$ cat config.mk
export PLATFORM = sky130hd
export DESIGN_NAME = axi_write_arbiter
export DESIGN_NICKNAME = d
export VERILOG_FILES = /design/src/rtl/axi_write_arbiter.sv
export SDC_FILE = /design/constraint.sdc
export NUM_CORES = 1
export LEC_CHECK = 0
export BUFFER_PORTS_ARGS = -buffer_cell sky130_fd_sc_hd__buf_2
export CAP_MARGIN = 10
export CORE_AREA = 2 2 104 106
export CTS_CLUSTER_DIAMETER = 150
export DETAILED_ROUTE_END_ITERATION = 10
export DIE_AREA = 0 0 106 108
export PLACE_DENSITY = 0.48
export REMOVE_ABC_BUFFERS = 1
export SETUP_SLACK_MARGIN = 0.05
export SLEW_MARGIN = 20
export SYNTH_ARGS = -nofsm -noshare
export SYNTH_HDL_FRONTEND = slang
export SYNTH_SLANG_ARGS = --single-unit
$ cat constraint.sdc
create_clock -name ACLK -period 3.2 [get_ports ACLK]
set_clock_uncertainty 0.2 [all_clocks]
set_input_delay 0.48 -clock ACLK [delete_from_list [all_inputs] [get_ports ACLK]]
set_output_delay 0.48 -clock ACLK [all_outputs]
set_load 0.01 [all_outputs]
$ cat src/rtl/axi_write_arbiter.sv
// axi_write_arbiter: shares one AXI write slave port between two write masters.
// One whole transaction (AW -> W beats -> B) is granted at a time; the grant
// is chosen round-robin so the master just served loses priority next time.
// Optional build macro WARB_BEATCHK_EN: adds a W beat counter and a sticky
// len_err output flagging bursts whose beat count disagrees with AWLEN.
module axi_write_arbiter #(
  parameter int buswidth = 32,
  parameter int NM       = 2
) (
  input  logic                       ACLK,
  input  logic                       ARESETn,
  input  logic [43*NM-1:0]           m_awinfo,
  input  logic [NM-1:0]              m_awvalid,
  output logic [NM-1:0]              m_awready,
  input  logic [NM*buswidth-1:0]     m_wdata,
  input  logic [NM*(buswidth/8)-1:0] m_wstrb,
  input  logic [NM-1:0]              m_wlast,
  input  logic [NM-1:0]              m_wvalid,
  output logic [NM-1:0]              m_wready,
  output logic [1:0]                 m_bid,
  output logic [1:0]                 m_bresp,
  output logic [NM-1:0]              m_bvalid,
  input  logic [NM-1:0]              m_bready,
  output logic [42:0]                s_awinfo,
  output logic                       s_awvalid,
  input  logic                       s_awready,
  output logic [buswidth-1:0]        s_wdata,
  output logic [buswidth/8-1:0]      s_wstrb,
  output logic                       s_wlast,
  output logic                       s_wvalid,
  input  logic                       s_wready,
  input  logic [1:0]                 s_bid,
  input  logic [1:0]                 s_bresp,
  input  logic                       s_bvalid,
  output logic                       s_bready
`ifdef WARB_BEATCHK_EN
  ,
  output logic                       len_err
`endif
);

  localparam int SW = buswidth / 8;

  typedef enum logic [1:0] {
    ST_IDLE = 2'd0,
    ST_ADDR = 2'd1,
    ST_DATA = 2'd2,
    ST_RESP = 2'd3
  } state_t;

  state_t r_state, w_state_nxt;
  logic   r_g, w_g_nxt;   // granted master
  logic   r_p, w_p_nxt;   // master holding priority for the next arbitration

  // State, grant and priority registers; reset forces IDLE so every valid/ready drops at once.
  always_ff @(posedge ACLK or negedge ARESETn) begin
    if (!ARESETn) begin
      r_state <= ST_IDLE;
      r_g     <= 1'b0;
      r_p     <= 1'b0;
    end else begin
      // NOTE: non-blocking assignments so every register samples pre-edge values together.
      r_state <= w_state_nxt;
      r_g     <= w_g_nxt;
      r_p     <= w_p_nxt;
    end
  end

  // Next state, grant selection and handshake routing between master g and the slave.
  always_comb begin
    // NOTE: defaults first so no path leaves a combinational output unassigned (no latches).
    w_state_nxt = r_state;
    w_g_nxt     = r_g;
    w_p_nxt     = r_p;
    s_awvalid   = 1'b0;
    s_wvalid    = 1'b0;
    s_bready    = 1'b0;
    m_awready   = '0;
    m_wready    = '0;
    m_bvalid    = '0;
    unique case (r_state)
      ST_IDLE: begin
        if (|m_awvalid) begin
          w_g_nxt     = m_awvalid[r_p] ? r_p : ~r_p;
          w_state_nxt = ST_ADDR;
        end
      end
      ST_ADDR: begin
        s_awvalid          = m_awvalid[r_g];
        m_awready[r_g]     = s_awready;
        if (s_awvalid && s_awready) w_state_nxt = ST_DATA;
      end
      ST_DATA: begin
        s_wvalid           = m_wvalid[r_g];
        m_wready[r_g]      = s_wready;
        if (s_wvalid && s_wready && s_wlast) w_state_nxt = ST_RESP;
      end
      ST_RESP: begin
        m_bvalid[r_g]      = s_bvalid;
        s_bready           = m_bready[r_g];
        if (s_bvalid && s_bready) begin
          w_state_nxt = ST_IDLE;
          w_p_nxt     = ~r_g;
        end
      end
      default: w_state_nxt = ST_IDLE;
    endcase
  end

  // Payloads are plain muxes on the grant; the valids above give them meaning.
  assign s_awinfo = r_g ? m_awinfo[43 +: 43]        : m_awinfo[0 +: 43];
  assign s_wdata  = r_g ? m_wdata[buswidth +: buswidth] : m_wdata[0 +: buswidth];
  assign s_wstrb  = r_g ? m_wstrb[SW +: SW]          : m_wstrb[0 +: SW];
  assign s_wlast  = m_wlast[r_g];
  assign m_bid    = s_bid;
  assign m_bresp  = s_bresp;

`ifdef WARB_BEATCHK_EN
  logic [3:0] r_awlen;
  logic [4:0] r_beat_cnt;
  logic       r_len_err;
  logic [4:0] w_beat_num;
  logic [4:0] w_exp_beats;

  assign w_beat_num  = r_beat_cnt + 5'd1;
  assign w_exp_beats = {1'b0, r_awlen} + 5'd1;

  // Beat counter: AWLEN latched at the AW handshake, a mismatch between WLAST and the count is sticky.
  always_ff @(posedge ACLK or negedge ARESETn) begin
    if (!ARESETn) begin
      r_awlen    <= 4'd0;
      r_beat_cnt <= 5'd0;
      r_len_err  <= 1'b0;
    end else begin
      if (r_state == ST_ADDR) r_beat_cnt <= 5'd0;
      if (r_state == ST_ADDR && s_awvalid && s_awready) r_awlen <= s_awinfo[8:5];
      if (r_state == ST_DATA && s_wvalid && s_wready) begin
        r_beat_cnt <= w_beat_num;
        // WLAST must arrive exactly on beat AWLEN+1: early, late or missing all flag.
        if (s_wlast != (w_beat_num == w_exp_beats)) r_len_err <= 1'b1;
      end
    end
  end

  assign len_err = r_len_err;
`endif

endmodule

==> metrics.txt, run 1 <==
yosys warns 0; Worst setup SP type flip-flop; post-detail-place hpwl 5776 um; root buffer cell clkbuf_8; Achievable Freq 410.4 MHz; critical path buffer and inverter count 2; CTS Buf Count 3; Final Instance Area 0.002855 mm^2; # nets final 576; Post-Route Setup TNS 0 ns; Wirelength per Cell 12.35 um; Max-slew headroom 72.35%; pwr dens 608.4 mW/mm^2; Synth cell types 23; Vias/cell 3.913; Iter 0 DRT Violations 106; CTS tree done; post_cts resized 0; WHS Endpoint r_g$_DFFE_PN0P_; depth of the worst hold-timing path 2; GRT Overall Usage 9.937%; Routed WL 6557 um; syn avg cell area 9.686 um^2; worst hold margin 0.2708 ns; layout cells sized above 1 87.85%; # H-tree levels 1; hold path startpoint m_awvalid[0]; area growth from synthesis to layout 106.1%; Core ar. 0.01023 mm^2; initial core utilization 13.54%; R2R cell count 5; initial antenna violation count 0; post-synthesis cell count 143; worst skew pair latency 0.23 ns; Max Slew Vio Count 0; most area-consuming cells after synthesis mux2_2, dfrtp_1, ha_1, buf_2, buf_4; Placed Area 0.002800 mm^2; measured slew at the worst slew-check pin 0.4148 ns; worst hold path class input port to flip-flop; Yosys reg bits 4; Hold Vio Cnt, Final 0; vias in the first global route 1912; crit-path cells buf_12, mux2_2, buf_2; status finished clean; r2r endpoint r_state[1]$_DFFE_PN0P_; Residual DRC 0; I/O pin count 268; largest net degree at the start of global routing 48; VDD IR-drop max 0.0003022 V; post-route minimum period 2.437 ns; Ant. Diodes 0; Placed Cells 526; die area 0.01145 mm^2; num rows 37; total congestion overflow 0; Reg clk slew, reported paths 0.04 ns; CP max FO 47; Die X 106 um; vias 2078; CP endpoint kind output pin; Post CTS Setup Buffer Count 0; Worst Path Arrival 1.76 ns; clock sink total 4; RR Startpoint r_g$_DFFE_PN0P_; Seq/Total Area, Yosys 7.227%; CP max stage delay 0.67 ns; Pre-antenna DRT Iters 4; post-route clock period utilization 76.15%; GPL Wtd Cong 0.7317; slowest CP cell dfrtp_4; Critical Path RT 2.52 ns; Lkg Pwr 1.598 nW; Port Buffers 259; post-synth design cell area 0.001385 mm^2; Clock Path Buffers 2; Crit Path Category flip-flop to output pin; Place WS 0.9908 ns; post-synth top area cell mux2_2; final setup violation count 0; Finished Layout Cells 531; Die Ht 108 um; Synth top area share 65.04%; setup ws final 0.7631 ns; Top delay family on crit path flip-flops; first-pass GRT wire length 9190 um; r2r setup slk 1.17 ns; RSZ-0062 raised after global routing no; Post-DRT Antenna Nets 0; Max-Cap Viols 0
## worst reg2reg max path, cell delays in order, from the launching register on
cell,delay [ns]
dfrtp_4,0.64
buf_12,0.26
nor2b_1,0.16
o21ai_1,0.16
nand4_1,0.16
mux2_4,0.32
## routing by layer
| metal | wire [um] | track usage [%] | vias to the layer above |
|---|---|---|---|
| li1 | - | - | 1030 |
| met3 | 505 | 1.266 | 5 |
| met5 | 0 | 0 | - |
| met2 | 3420 | 18.71 | 127 |
| met4 | 61 | 2.538 | 0 |
| met1 | 2570 | 11.91 | 916 |
## registers in the layout, summed over array words and instances, names as in the netlist
register,cells
r_g,1
r_state,2
r_p,1
## through the flow
step,utilization (%),power [mW]
after floorplan,-,1.097
after global placement,27.37,1.613
after detailed placement,27.37,1.632
after CTS,27.91,1.765
after global routing,27.91,1.878
final,27.91,1.737
## cell usage after synthesis
library cell  instances
a31oi_1               2
a21o_1                1
nand3_1               2
mux2i_1               3
and3_1                3
nand4_1               3
o21ai_2               1
nand4b_1              1
inv_1                 4
nand2_1               5
o21ai_0               1
mux2_4                1
a21boi_0              1
dfrtp_1               4
o21ai_1               1
nor2b_1               4
buf_2                 9
ha_1                  5
buf_4                 5
mux2_2               80
nand2b_1              2
nor2_1                4
a21oi_1               1
## cells by family (layout without fill, tap and decap cells)
group	after synthesis	in the layout	share of synthesized area [%]
compound gates	8	8	3.703
mux	84	84	68.29
flops	4	4	7.227
simple gates	24	24	9.214
fa+ha+maj	5	5	4.517
buf+inv	18	270	7.046
## cell usage in the layout (no fill, tap or decap), drive strengths merged
master / count
o21ai: 3
dlygate4sd3: 1
mux2i: 3
and3: 3
nand2b: 2
clkbuf: 4
nor2: 4
ha: 5
nor2b: 4
nand4b: 1
nand4: 3
a21oi: 1
a31oi: 2
nand2: 5
inv: 4
a21boi: 1
nand3: 2
a21o: 1
mux2: 81
dfrtp: 4
buf: 261
## repair_timing
action / CTS / global route
endpoints found under the setup margin: 0 / 0
hold endpoints to repair: 4 / 0
hold buffers: 1 / 0
## how the worst max path moves through the flow
stage | start | end | slack (ns) | cells after the start
finish | r_g$_DFFE_PN0P_ | s_awinfo[33] | 0.76 | 3
global route | r_g$_DFFE_PN0P_ | s_wdata[6] | 0.63 | 3
CTS | r_g$_DFFE_PN0P_ | s_awinfo[33] | 0.74 | 3
detailed placement | r_g$_DFFE_PN0P_ | s_awinfo[15] | 0.99 | 3
global placement | r_g$_DFFE_PN0P_ | s_awinfo[33] | 1.01 | 3
floorplan | r_g$_DFFE_PN0P_ | r_state[1]$_DFFE_PN0P_ | -0.24 | 4
## where the power goes
group          total [mW]  switching [mW]  internal [mW]
Clock               0.118          0.0321         0.0856
Sequential          0.171          0.0902         0.0812
Combinational        1.45           0.647          0.801
## final cells by class
cell class              count  area, um^2
inverters                   4       15.01
multi-input cells         121        1187
flip-flops and latches      4       103.9
clock buffers               4       45.04
repair buffers            262        1334
fillers                  1110        7376
well taps                 136       170.2
Note: power is estimated with default switching activity, not from simulation.
==> inputs of run 2 (changes only) <==
--- a/config.mk
+++ b/config.mk
@@ -7,11 +7,11 @@
 export LEC_CHECK = 0
 export BUFFER_PORTS_ARGS = -buffer_cell sky130_fd_sc_hd__buf_2
 export CAP_MARGIN = 10
-export CORE_AREA = 2 2 104 106
+export CORE_AREA = 2 2 105 107
 export CTS_CLUSTER_DIAMETER = 150
 export DETAILED_ROUTE_END_ITERATION = 10
-export DIE_AREA = 0 0 106 108
-export PLACE_DENSITY = 0.48
+export DIE_AREA = 0 0 107 109
+export PLACE_DENSITY = 0.49
 export REMOVE_ABC_BUFFERS = 1
 export SETUP_SLACK_MARGIN = 0.05
 export SLEW_MARGIN = 20
==> constraint.sdc (replaced) <==
create_clock -name ACLK -period 2 [get_ports ACLK]
set_clock_uncertainty 0.2 [all_clocks]
set_input_delay 0.3 -clock ACLK [delete_from_list [all_inputs] [get_ports ACLK]]
set_output_delay 0.3 -clock ACLK [all_outputs]
set_load 0.01 [all_outputs]
==> metrics.txt, run 2 (synthesis results as in run 1) <==
Clock Path Buffers 2; # H-tree levels 1; Ant. Diodes 0; GRT Overall Usage 12.13%; first-pass GRT wire length 10830 um; Vias/cell 3.967; hold path startpoint m_awvalid[0]; RSZ-0062 raised after global routing yes; initial antenna violation count 1; Reg clk slew, reported paths 0.04 ns; initial core utilization 13.06%; number of flip-flops in the largest register 2; post-route minimum period 1.990 ns; root buffer cell clkbuf_8; num rows 38; Die Ht 109 um; Routed WL 8331 um; Hold Vio Cnt, Final 0; CP max FO 3; clock sink total 4; die area 0.01166 mm^2; largest net degree at the start of global routing 36; Pre-antenna DRT Iters 4; post-detail-place hpwl 6884 um; Worst Path Arrival 1.88 ns; Achievable Freq 502.5 MHz; vias 2178; Sw Ratio 42.25%; area growth from synthesis to layout 126.3%; # nets final 590; Max-slew headroom 86.35%; CTS tree done; status finished clean; VDD IR-drop max 0.0004556 V; Power Internal 1.971 mW; Regs by FF count r_state (2), r_g (1), r_p (1); Net Sw Power 1.442 mW; post-route clock period utilization 99.51%; layout cells sized above 1 88.51%; Post-Route Setup TNS 0 ns; total congestion overflow 0; most frequent cells in the layout buf_2, mux2_2, buf_6; worst hold path class input port to flip-flop; Crit Path Category flip-flop to flip-flop; measured slew at the worst slew-check pin 0.2047 ns; Comb power frac 89.7%; Crit. Startpoint r_g$_DFFE_PN0P_; Wirelength per Cell 15.17 um; Max-Cap Viols 0; Critical Path RT 1.89 ns; GPL Wtd Cong 0.7541; CTS Buf Count 3; worst skew pair latency 0.22 ns; Post-DRT Antenna Nets 0; RR Startpoint r_g$_DFFE_PN0P_; most flop-heavy register r_state; vias in the first global route 2131; I/O pin count 268; Lkg Pwr 1.746 nW; CP endpoint kind flip-flop; Die X 107 um; Max Slew Vio Count 0; Port Buffers 259; Reg power frac 5.1%; Iter 0 DRT Violations 65; pwr dens 1089 mW/mm^2; Worst setup SP type flip-flop; final setup violation count 0; Residual DRC 0; Core ar. 0.01060 mm^2; worst hold margin 0.1089 ns; Clock Power Share 5.3%; commonest non-fill, non-tap cell in the layout buf_2
## run 2: what timing repair did
action	CTS	global route
gates cloned	0	4
setup buffers	3	4
resized for setup	16	8
setup endpoints to repair	78	78
hold endpoints to repair	4	0
hold buffers	1	0
pin swaps	0	1
## run 2: area by class of cell
class / instances / area, um^2
timing repair buffer: 276 / 1569
fill: 1147 / 7468
clock buffer: 4 / 45.04
multi-input combinational: 121 / 1226
tap: 140 / 175.2
inverter: 4 / 15.01
sequential: 4 / 103.9
## run 2: stage by stage
step / total power [mW] / std cells / instance area (um^2) / utilization (%) / worst slack [ns]
2_1_floorplan: 1.755 / 129 / 1303 / - / -1.439
4_1_cts: 3.102 / 541 / 2983 / 28.13 / 0.01560
5_1_grt: 3.663 / 549 / 3134 / 29.56 / -0.03608
3_3_place_gp: 2.725 / 533 / 2840 / 26.79 / 0.1567
6_report: 3.413 / 549 / 3134 / 29.56 / 0.009878
3_5_place_dp: 2.751 / 533 / 2840 / 26.79 / 0.1513
## run 2: power by group through the flow
stage	Combinational (mW)	Clock [mW]	Sequential (mW)
after detailed placement	2.53	0	0.222
after global routing	3.29	0.198	0.179
after floorplan	1.38	0	0.376
final	3.06	0.179	0.173
after global placement	2.51	0	0.220
after CTS	2.72	0.187	0.198
## run 2: path summary, 6_finish.rpt
path                                               end  slack, ns  cells after the start
worst max-delay path            r_state[1]$_DFFE_PN0P_       0.01                      7
worst min-delay path                   r_g$_DFFE_PN0P_       0.11                      2
worst max register to register  r_state[1]$_DFFE_PN0P_       0.01                      7
worst min register to register         r_p$_DFFE_PN0P_       0.30                      2
max in group asynchronous              r_g$_DFFE_PN0P_       1.24                      2
min in group asynchronous              r_p$_DFFE_PN0P_       0.22                      2
## run 2: per-layer routing
metal | routed length (um) | vias up | global-route usage [%]
li1 | - | 1051 | -
met1 | 3134 | 974 | 13.74
met2 | 4084 | 147 | 21.66
met3 | 1082 | 4 | 5.858
met4 | 16 | 2 | 0.7421
met5 | 12 | - | 0
## run 2: worst max-delay path: stages (launching register included)
cell     delay (ns)
dfrtp_4        0.49
buf_6          0.12
buf_6          0.11
buf_6          0.12
mux2i_4        0.18
o21ai_2        0.16
nand4_1        0.16
mux2_4         0.32
